===== src/rtl/riscv_multicycle_datapath.sv =====
// Multicycle RV32I-subset core: datapath plus control FSM sharing one ready-handshaked memory port.
// Optional: define RISCV_MC_BRANCH_EXT_EN to add bne/blt/bge/bltu/bgeu to the branch unit.
module riscv_multicycle_datapath #(
  parameter int              XLEN     = 32,
  parameter int              NREGS    = 32,
  parameter logic [XLEN-1:0] RESET_PC = '0
) (
  input  logic            clk,
  input  logic            reset,
  output logic            mem_req,
  output logic            mem_we,
  output logic [XLEN-1:0] mem_addr,
  output logic [XLEN-1:0] mem_wdata,
  input  logic [XLEN-1:0] mem_rdata,
  input  logic            mem_ready,
  output logic [XLEN-1:0] pc,
  output logic            retire,
  output logic            illegal,
  input  logic [4:0]      dbg_raddr,
  output logic [XLEN-1:0] dbg_rdata
);
  localparam int RW = $clog2(NREGS);

  if (XLEN != 32) begin : g_bad_xlen
    $error("riscv_multicycle_datapath: XLEN must be 32");
  end
  if (NREGS != 32 && NREGS != 16) begin : g_bad_nregs
    $error("riscv_multicycle_datapath: NREGS must be 16 or 32");
  end
  if (RESET_PC[1:0] != 2'b00) begin : g_bad_pc
    $error("riscv_multicycle_datapath: RESET_PC must be word aligned");
  end

  localparam logic [6:0] OP_LW = 7'h03, OP_SW = 7'h23, OP_R = 7'h33,
                         OP_I  = 7'h13, OP_BR = 7'h63, OP_JAL = 7'h6F;

  typedef enum logic [3:0] {
    S_RST, S_FETCH, S_DECODE, S_MEMADR, S_MEMRD, S_MEMWB, S_MEMWR,
    S_EXECR, S_EXECI, S_ALUWB, S_BRANCH, S_JAL, S_TRAP
  } state_t;

  state_t state, nxt;
  logic [XLEN-1:0] ir, old_pc, a, b, alu_out, mdr;
  logic [XLEN-1:0] rf [NREGS];

  logic [6:0] opc, f7;
  logic [2:0] f3;
  logic [4:0] rd, rs1, rs2;
  assign opc = ir[6:0];
  assign rd  = ir[11:7];
  assign f3  = ir[14:12];
  assign rs1 = ir[19:15];
  assign rs2 = ir[24:20];
  assign f7  = ir[31:25];

  logic [XLEN-1:0] imm_i, imm_s, imm_b, imm_j;
  assign imm_i = {{20{ir[31]}}, ir[31:20]};
  assign imm_s = {{20{ir[31]}}, ir[31:25], ir[11:7]};
  assign imm_b = {{19{ir[31]}}, ir[31], ir[7], ir[30:25], ir[11:8], 1'b0};
  assign imm_j = {{11{ir[31]}}, ir[31], ir[19:12], ir[20], ir[30:21], 1'b0};

  logic [XLEN-1:0] rs1_v, rs2_v, ea, br_tgt, j_tgt;
  assign rs1_v  = (rs1 == 5'd0) ? '0 : rf[rs1[RW-1:0]];
  assign rs2_v  = (rs2 == 5'd0) ? '0 : rf[rs2[RW-1:0]];
  assign ea     = a + ((opc == OP_SW) ? imm_s : imm_i);
  assign br_tgt = old_pc + imm_b;
  assign j_tgt  = old_pc + imm_j;

  assign dbg_rdata = (dbg_raddr == 5'd0 || int'(dbg_raddr) >= NREGS) ? '0 : rf[dbg_raddr[RW-1:0]];

  // Branch unit: br_ok depends only on the instruction, take only on operands.
  logic take, br_ok;
  always_comb begin
    take  = 1'b0;
    br_ok = 1'b0;
    case (f3)
      3'b000: begin br_ok = 1'b1; take = (a == b); end
`ifdef RISCV_MC_BRANCH_EXT_EN
      3'b001: begin br_ok = 1'b1; take = (a != b); end
      3'b100: begin br_ok = 1'b1; take = ($signed(a) <  $signed(b)); end
      3'b101: begin br_ok = 1'b1; take = ($signed(a) >= $signed(b)); end
      3'b110: begin br_ok = 1'b1; take = (a <  b); end
      3'b111: begin br_ok = 1'b1; take = (a >= b); end
`endif
      default: ;
    endcase
  end

  logic op_ok, use_rd, use_rs1, use_rs2, reg_ok;
  always_comb begin
    op_ok   = 1'b0;
    use_rd  = 1'b0;
    use_rs1 = 1'b0;
    use_rs2 = 1'b0;
    case (opc)
      OP_LW:  begin op_ok = (f3 == 3'b010); use_rd = 1'b1; use_rs1 = 1'b1; end
      OP_SW:  begin op_ok = (f3 == 3'b010); use_rs1 = 1'b1; use_rs2 = 1'b1; end
      OP_R: begin
        op_ok = (f7 == 7'h00) ? (f3 != 3'b011)
              : (f7 == 7'h20) && (f3 == 3'b000 || f3 == 3'b101);
        use_rd = 1'b1; use_rs1 = 1'b1; use_rs2 = 1'b1;
      end
      OP_I: begin
        op_ok  = (f3 == 3'b000 || f3 == 3'b010 || f3 == 3'b100 || f3 == 3'b110 || f3 == 3'b111);
        use_rd = 1'b1; use_rs1 = 1'b1;
      end
      OP_BR:  begin op_ok = br_ok; use_rs1 = 1'b1; use_rs2 = 1'b1; end
      OP_JAL: begin op_ok = 1'b1; use_rd = 1'b1; end
      default: ;
    endcase
  end
  // RV32E: any referenced register index >= 16 is undecodable.
  assign reg_ok = (NREGS == 32) || !((use_rd && rd[4]) || (use_rs1 && rs1[4]) || (use_rs2 && rs2[4]));

  logic [XLEN-1:0] b_op, alu_y;
  logic alt;
  assign b_op = (state == S_EXECI) ? imm_i : b;
  assign alt  = (opc == OP_R) && f7[5];
  always_comb begin
    alu_y = '0;
    case (f3)
      3'b000:  alu_y = alt ? a - b_op : a + b_op;
      3'b001:  alu_y = a << b_op[4:0];
      3'b010:  alu_y = {31'b0, $signed(a) < $signed(b_op)};
      3'b100:  alu_y = a ^ b_op;
      3'b101:  alu_y = alt ? $unsigned($signed(a) >>> b_op[4:0]) : a >> b_op[4:0];
      3'b110:  alu_y = a | b_op;
      3'b111:  alu_y = a & b_op;
      default: alu_y = a + b_op;
    endcase
  end

  always_ff @(posedge clk) begin
    if (reset) state <= S_RST;
    else       state <= nxt;
  end

  always_comb begin
    nxt       = state;
    mem_req   = 1'b0;
    mem_we    = 1'b0;
    mem_addr  = alu_out;
    retire    = 1'b0;
    case (state)
      S_RST:   nxt = S_FETCH;
      S_FETCH: begin
        mem_req  = 1'b1;
        mem_addr = pc;
        if (mem_ready) nxt = S_DECODE;
      end
      S_DECODE: begin
        if (!op_ok || !reg_ok) nxt = S_TRAP;
        else begin
          case (opc)
            OP_LW, OP_SW: nxt = S_MEMADR;
            OP_R:         nxt = S_EXECR;
            OP_I:         nxt = S_EXECI;
            OP_BR:        nxt = S_BRANCH;
            default:      nxt = S_JAL;
          endcase
        end
      end
      S_MEMADR: begin
        if (ea[1:0] != 2'b00) nxt = S_TRAP;
        else                  nxt = (opc == OP_LW) ? S_MEMRD : S_MEMWR;
      end
      S_MEMRD: begin
        mem_req = 1'b1;
        if (mem_ready) nxt = S_MEMWB;
      end
      S_MEMWB: begin retire = 1'b1; nxt = S_FETCH; end
      S_MEMWR: begin
        mem_req = 1'b1;
        mem_we  = 1'b1;
        if (mem_ready) begin retire = 1'b1; nxt = S_FETCH; end
      end
      S_EXECR, S_EXECI: nxt = S_ALUWB;
      S_ALUWB: begin retire = 1'b1; nxt = S_FETCH; end
      S_BRANCH: begin
        if (take && br_tgt[1:0] != 2'b00) nxt = S_TRAP;
        else begin retire = 1'b1; nxt = S_FETCH; end
      end
      S_JAL: begin
        if (j_tgt[1:0] != 2'b00) nxt = S_TRAP;
        else begin retire = 1'b1; nxt = S_FETCH; end
      end
      S_TRAP:  nxt = S_TRAP;
      default: nxt = S_RST;
    endcase
  end

  assign mem_wdata = b;
  assign illegal   = (state == S_TRAP);

  always_ff @(posedge clk) begin
    if (reset) pc <= RESET_PC;
    else begin
      case (state)
        S_FETCH: if (mem_ready) begin
          ir     <= mem_rdata;
          old_pc <= pc;
          pc     <= pc + 32'd4;
        end
        S_DECODE: begin a <= rs1_v; b <= rs2_v; end
        S_MEMADR: alu_out <= ea;
        S_MEMRD:  if (mem_ready) mdr <= mem_rdata;
        S_EXECR, S_EXECI: alu_out <= alu_y;
        S_BRANCH: if (take && br_tgt[1:0] == 2'b00) pc <= br_tgt;
        S_JAL:    if (j_tgt[1:0] == 2'b00) pc <= j_tgt;
        default: ;
      endcase
    end
  end

  logic            rf_we;
  logic [XLEN-1:0] rf_wd;
  always_comb begin
    rf_we = 1'b0;
    rf_wd = alu_out;
    case (state)
      S_ALUWB: rf_we = 1'b1;
      S_MEMWB: begin rf_we = 1'b1; rf_wd = mdr; end
      S_JAL:   begin rf_we = (j_tgt[1:0] == 2'b00); rf_wd = pc; end
      default: ;
    endcase
  end

  // No reset on the register file; a reset edge suppresses any pending writeback.
  always_ff @(posedge clk) begin
    if (!reset && rf_we && rd != 5'd0) rf[rd[RW-1:0]] <= rf_wd;
  end
endmodule


===== config.mk =====
export PLATFORM = sky130hd
export DESIGN_NAME = riscv_multicycle_datapath
export DESIGN_NICKNAME = d
export VERILOG_FILES = /design/src/rtl/riscv_multicycle_datapath.sv
export SDC_FILE = /design/constraint.sdc
export NUM_CORES = 2
export LEC_CHECK = 0
export CAP_MARGIN = 15
export CELL_PAD_IN_SITES_DETAIL_PLACEMENT = 0
export CELL_PAD_IN_SITES_GLOBAL_PLACEMENT = 2
export CORE_ASPECT_RATIO = 1.4
export CORE_MARGIN = 2
export CORE_UTILIZATION = 50
export CTS_BUF_LIST = sky130_fd_sc_hd__clkbuf_4 sky130_fd_sc_hd__clkbuf_8
export DETAILED_ROUTE_END_ITERATION = 16
export PLACE_DENSITY_LB_ADDON = 0.08
export SLEW_MARGIN = 20
export SYNTH_ARGS = -nofsm -noshare
export SYNTH_HDL_FRONTEND = slang
export SYNTH_SLANG_ARGS = --single-unit

===== constraint.sdc =====
create_clock -name clk -period 13.9 [get_ports clk]
set_clock_uncertainty 0.2 [all_clocks]
set_input_delay 2.78 -clock clk [delete_from_list [all_inputs] [get_ports clk]]
set_output_delay 2.78 -clock clk [all_outputs]
set_load 0.02 [all_outputs]

== Yosys cells after proc, flatten, opt, wreduce, memory -nomap -nowiden ==
Memory sizes are Yosys's and may differ from the RTL's. A register that Yosys moved wholly into a read port is not among the register bits.
Cells that the tools add are included.
W data, S select, Z words.
Cells by class
  add/subtract/negate cells: 6
  $lt $le $gt $ge: 1
  eq/ne operators: 32
  shifts and indexed selects: 3
  mux-type cells: 36
  bitwise logic cells: 4
  reduce and logical (&&, ||, !) cells: 37
Operators by type and width (count)
  $mux W32: 8
  $pmux W32 S7: 1
  $add A32 B32 Y32: 4
  $pmux W32 S2: 2
  $pmux W32 S3: 1
  $pmux W4 S10: 1
  $add A32 B3 Y32 const B: 1
  $and A32 B32 Y32: 1
  $eq A32 B32 Y1: 1
  $lt A32 B32 Y1: 1
  $or A32 B32 Y32: 1
  $shl A32 B5 Y32: 1
  $shr A32 B5 Y32: 1
  $sshr A32 B5 Y32: 1
  $sub A32 B32 Y32: 1
  $xor A32 B32 Y32: 1
  $mux W4: 7
  $eq A7 B6 Y1 const B: 3
  $eq A4 B4 Y1 const B: 5
  $eq A4 B3 Y1 const B: 4
  $pmux W4 S4: 1
  $logic_not A5 Y1: 3
  $eq A7 B7 Y1 const B: 2
  $eq A3 B3 Y1 const B: 4
  30 further kinds: 63
Word-level totals
  register bits: 164
  RAM bits: 1024
  output and inout bits: 132
  word-level logic and storage cells: 126
  memories kept: 1
Memories
  rf: depth 32, width 32, rd ports 3, clocked after memory_dff 2, write ports 1, RTL line 44  | logic [XLEN-1:0] rf [NREGS];

== Logic depth before layout (Yosys ltp) ==
  depth after elaboration: 8
  gate-level depth with buffers: 20
  gate-level depth less buffers: 16

== Least setup slack after synthesis ==
OpenSTA, ideal clock, no wires.
  kind: input to output
  from: in dbg_raddr[0]
  to: out dbg_rdata[10]
  arrival: 5.215 ns
  data required time: 10.920 ns
  slack: 5.705 ns
  cell stages on the path: 7
  cell sequence: clkbuf_1 buf_1 buf_1 mux4_2 mux4_2 mux2i_1 nor2_1
On the way
  word-level cells in the longest chain between the ends: 2
  elaborated cells on any way between the ends: 3
  classes of those cells: mux (1); reduce/logical (1); memory (1)
RTL lines
  start, declared: RTL line 19  | input logic [4:0] dbg_raddr,
  $mem_v2 Z32 W32 / $logic_not A5 Y1 (equally long branches)
  $mux W32 *: RTL line 69  | assign dbg_rdata = (dbg_raddr == 5'd0 || int'(dbg_raddr) >= NREGS) ? '0 : rf[dbg_raddr[RW-1:0]];
  end, declared: RTL line 20  | output logic [XLEN-1:0] dbg_rdata
Every way passes the cells marked *; elsewhere a longest branch is shown, timed or not.

== Final worst setup path ==
  from: in dbg_raddr[0]
  to: out dbg_rdata[28]
Same word-level chain as after synthesis.

==> metrics.csv <==
stage;metric;value;unit
min_path;hold_depth;0;
synth;synth_top_family_by_area;multiplexers;
clock_network;cts_root_buffer;clkbuf_8;
floorplan;fp.dieH;473;um
synth;yosys.area.top_type;edfxtp_1;
min_path;hp-start;pc[11];
setup_path;cp_max_fo;99;
sta;hold_viol_final;0;
global_routing;grt_start_max_net_pins;118;
synth;syn_inst;5627;
setup_path;worst_path_max_delay_cell;buf_12;
synth;synth-xor-area-share;0.0163;
clock_network;cts.sink_count;1252;
synth;syn_area_per_cell;14.0;um2
cells_and_area;nets;5955;
global_routing;grt_pass1_vias;56900;
setup_path;path_class;in2out;
sta;setup_viol_count_final;0;
synth;synth_edf_count;1216;
routing;vias;57300;
floorplan;rows;172;
clock_network;post_cts_resized;0;
placed_design;gp_congestion;1.00;
setup_path;critPathRequiredTime;10.92;ns
clock_network;clkLatencyLatePin;0.95;ns
routing;via_per_inst;7.16;
cells_and_area;fillers;12900;
synth;yosys_warnings;0;
synth;synth_top_area_share;0.465;
routing;drt_pass1_iterations;5;
floorplan;core_area;156000;um2
min_path;whs_endpoint;old_pc[11];
sta;tightest_slew;1.29;ns
clock_network;cts_max_path_buffers;3;
synth;synth_compound_area_frac;0.0905;
synth;ys_types;88;
sta;fmax;105;MHz
sta;rsz0062_at_grt;false;
global_routing;grt_pass1_wl;423000;um
synth;syn_area;78600;um2
placed_design;io_buffers;171;
sta;min_period;9.49;ns
routing;drc;0;
synth;synth-seq-cells;1252;
floorplan;start_util;0.502;
setup_path;cpPeakStageDelay;0.64;ns
clock_network;tritoncts;built;
global_routing;antenna_found_initial;10;
cells_and_area;drive_above_1_share;0.258;
synth;synthSimpleGateAreaFrac;0.0670;
floorplan;die_w;339;um
setup_path;worst-path-buf-inv;3;
sta;finalCritPeriodShare;0.682;
clock_network;ctsHoldBuffers;0;
power;pwr_density_cell;130;nW/um2
setup_path;r2r_start;state[3];
setup_path;reg2reg_depth;15;
synth;synth.area.mux_share;0.297;
setup_path;arrival;6.51;ns
global_routing;track_usage;0.374;
floorplan;top_level_ports;172;
clock_network;post_cts_buffers;0;
sta;slew_viol_final;0;
clock_network;numCtsBuffers;190;
sta;fin_tns_setup;0;ns
routing;wire_per_inst;37.8;um
setup_path;crit_family;buffers and inverters;
global_routing;overflow;0;
clock_network;clkSlewWorstSetupHoldPaths;0.06;ns
power;leakage;29.4;nW
setup_path;timing.rr.end;alu_out[28];
cells_and_area;postLayoutCoreUtil;0.556;
routing;wl;302000;um
synth;ys_seq_area_frac;0.474;
synth;synthArstFlopShare;0;
job;drv_cap;0;
setup_path;cpMostUsedCell;mux4_2;
setup_path;start_kind;input port;
power;ir_drop;0.0975;mV
min_path;hold_class;reg2reg;
synth;synthAdderAreaFrac;0.0273;
cells_and_area;area_delta_synth_final;10.7;%
routing;first_iter_violations;7183;
setup_path;reg2reg_setup_slack;6.48;ns
placed_design;dp_hpwl;192000;um
setup_path;critPathCaptureType;output port;
clock_network;h-tree-depth;4;
synth;synth_top_flop_cell;edfxtp_1;
routing;final_antenna_net_count;0;
run_status;outcome;finished clean;
floorplan;die-area;160000;um2
setup_path;worstPathCellList;buf_8 -> buf_12 -> mux4_2 -> mux4_2 -> mux2i_1 -> nor2_1 -> clkdlybuf4s50_1;
sta;timing.slew.headroom;0.136;
synth;synth_area_leaders;edfxtp_1 46%, mux4_2 25%, mux2i_1 4.0%, ha_1 2.6%, nand2_1 2.2%;
-- cells by family after synthesis --
| group | Yosys count |
|---|---|
| mux | 1242 |
| other cells | 1 |
| buf+inv | 564 |
| flops | 1252 |
| simple gates | 1185 |
| fa+ha+maj | 169 |
| compound gates | 1068 |
| xor+xnor | 146 |
-- placed cells by master (no fill, tap or decap), drive strengths merged, types with 32 or more instances in the layout --
master,n
mux2i,316
nand2b,32
dfxtp,36
clkbuf,253
a221oi,40
o221ai,43
nand2,471
ha,165
o211ai,51
xnor2,104
inv,118
clkdlybuf4s50,165
buf,181
nand3,61
clkinv,78
a211oi,74
edfxtp,1216
xor2,42
mux2,63
nor2,342
a31oi,37
o22ai,60
conb,32
a22oi,59
mux4,863
a21oi,237
a21o,54
nor3,94
o21ai,220
-- flip-flops by register name (all words and copies together) (netlist names) --
name	flops
state	4
pc	32
a	32
mem_wdata	32
rf	1024
old_pc	32
alu_out	32
ir	32
mdr	32
-- layout make-up --
| cell class | count | area [um2] | share of cell area |
|---|---|---|---|
| Sequential cell | 1252 | 37200 | 0.428 |
| Timing Repair Buffer | 346 | 3120 | 0.0359 |
| Tap cell | 2088 | 2610 | 0.0300 |
| Clock buffer | 253 | 3130 | 0.0360 |
| Inverter | 114 | 430 | 0.00495 |
| Antenna cell | 6 | 15.0 | 0.000173 |
| Multi-Input combinational cell | 3842 | 39700 | 0.456 |
| Clock inverter | 99 | 759 | 0.00873 |
-- how the worst max path moves through the flow --
stage                 startpoint            end  slack (ns)  depth (start not counted)
CTS                 dbg_raddr[0]  dbg_rdata[28]        4.43                          7
finish              dbg_raddr[0]  dbg_rdata[28]        4.41                          7
global placement    dbg_raddr[0]  dbg_rdata[28]        4.45                          7
floorplan           dbg_raddr[0]  dbg_rdata[10]        5.70                          7
detailed placement  dbg_raddr[0]  dbg_rdata[28]        4.43                          7
global route        dbg_raddr[0]  dbg_rdata[20]        4.23                          7
-- through the flow --
step	area (um2)	hold WS, ns	total power (W)	std cells	setup slack, ns
after floorplan	78700	0.361	0.00676	5658	5.70
after detailed placement	83000	0.268	0.00811	7641	4.43
after global placement	83000	0.261	0.00810	7641	4.45
final	87000	0.270	0.0113	8000	4.41
after global routing	87000	0.322	0.0117	7996	4.23
after CTS	86900	0.283	0.0112	7993	4.43
-- power by group --
part | switching, W | internal [W]
clock network | 0.00151 | 0.00165
logic | 0.00233 | 0.00125
registers | 0.000132 | 0.00441
total | 0.00397 | 0.00731
-- synth_stat cells, drive strengths merged (15+ instances only) --
master,count
edfxtp,1216
mux4,863
nand2,471
nor2,342
mux2i,316
clkbuf,312
a21oi,237
o21ai,220
ha,165
buf,138
inv,113
xnor2,104
nor3,94
a211oi,74
mux2,63
nand3,61
o22ai,60
a22oi,59
a21o,54
o211ai,51
o221ai,43
xor2,42
a221oi,40
a31oi,37
dfxtp,36
nand2b,32
nand4,27
nor4,27
nor2b,25
or3,25
and3,23
o21bai,22
a211o,21
o21a,20
o31ai,20
a311oi,15
-- per-layer routing --
metal | GRT usage | wire (um) | vias up
li1 | - | - | 23300
met1 | 0.463 | 106000 | 29500
met2 | 0.605 | 143000 | 3661
met3 | 0.0683 | 28900 | 898
met4 | 0.250 | 24200 | 8
met5 | 0 | 53 | -
(Power assumes the default switching activity.)
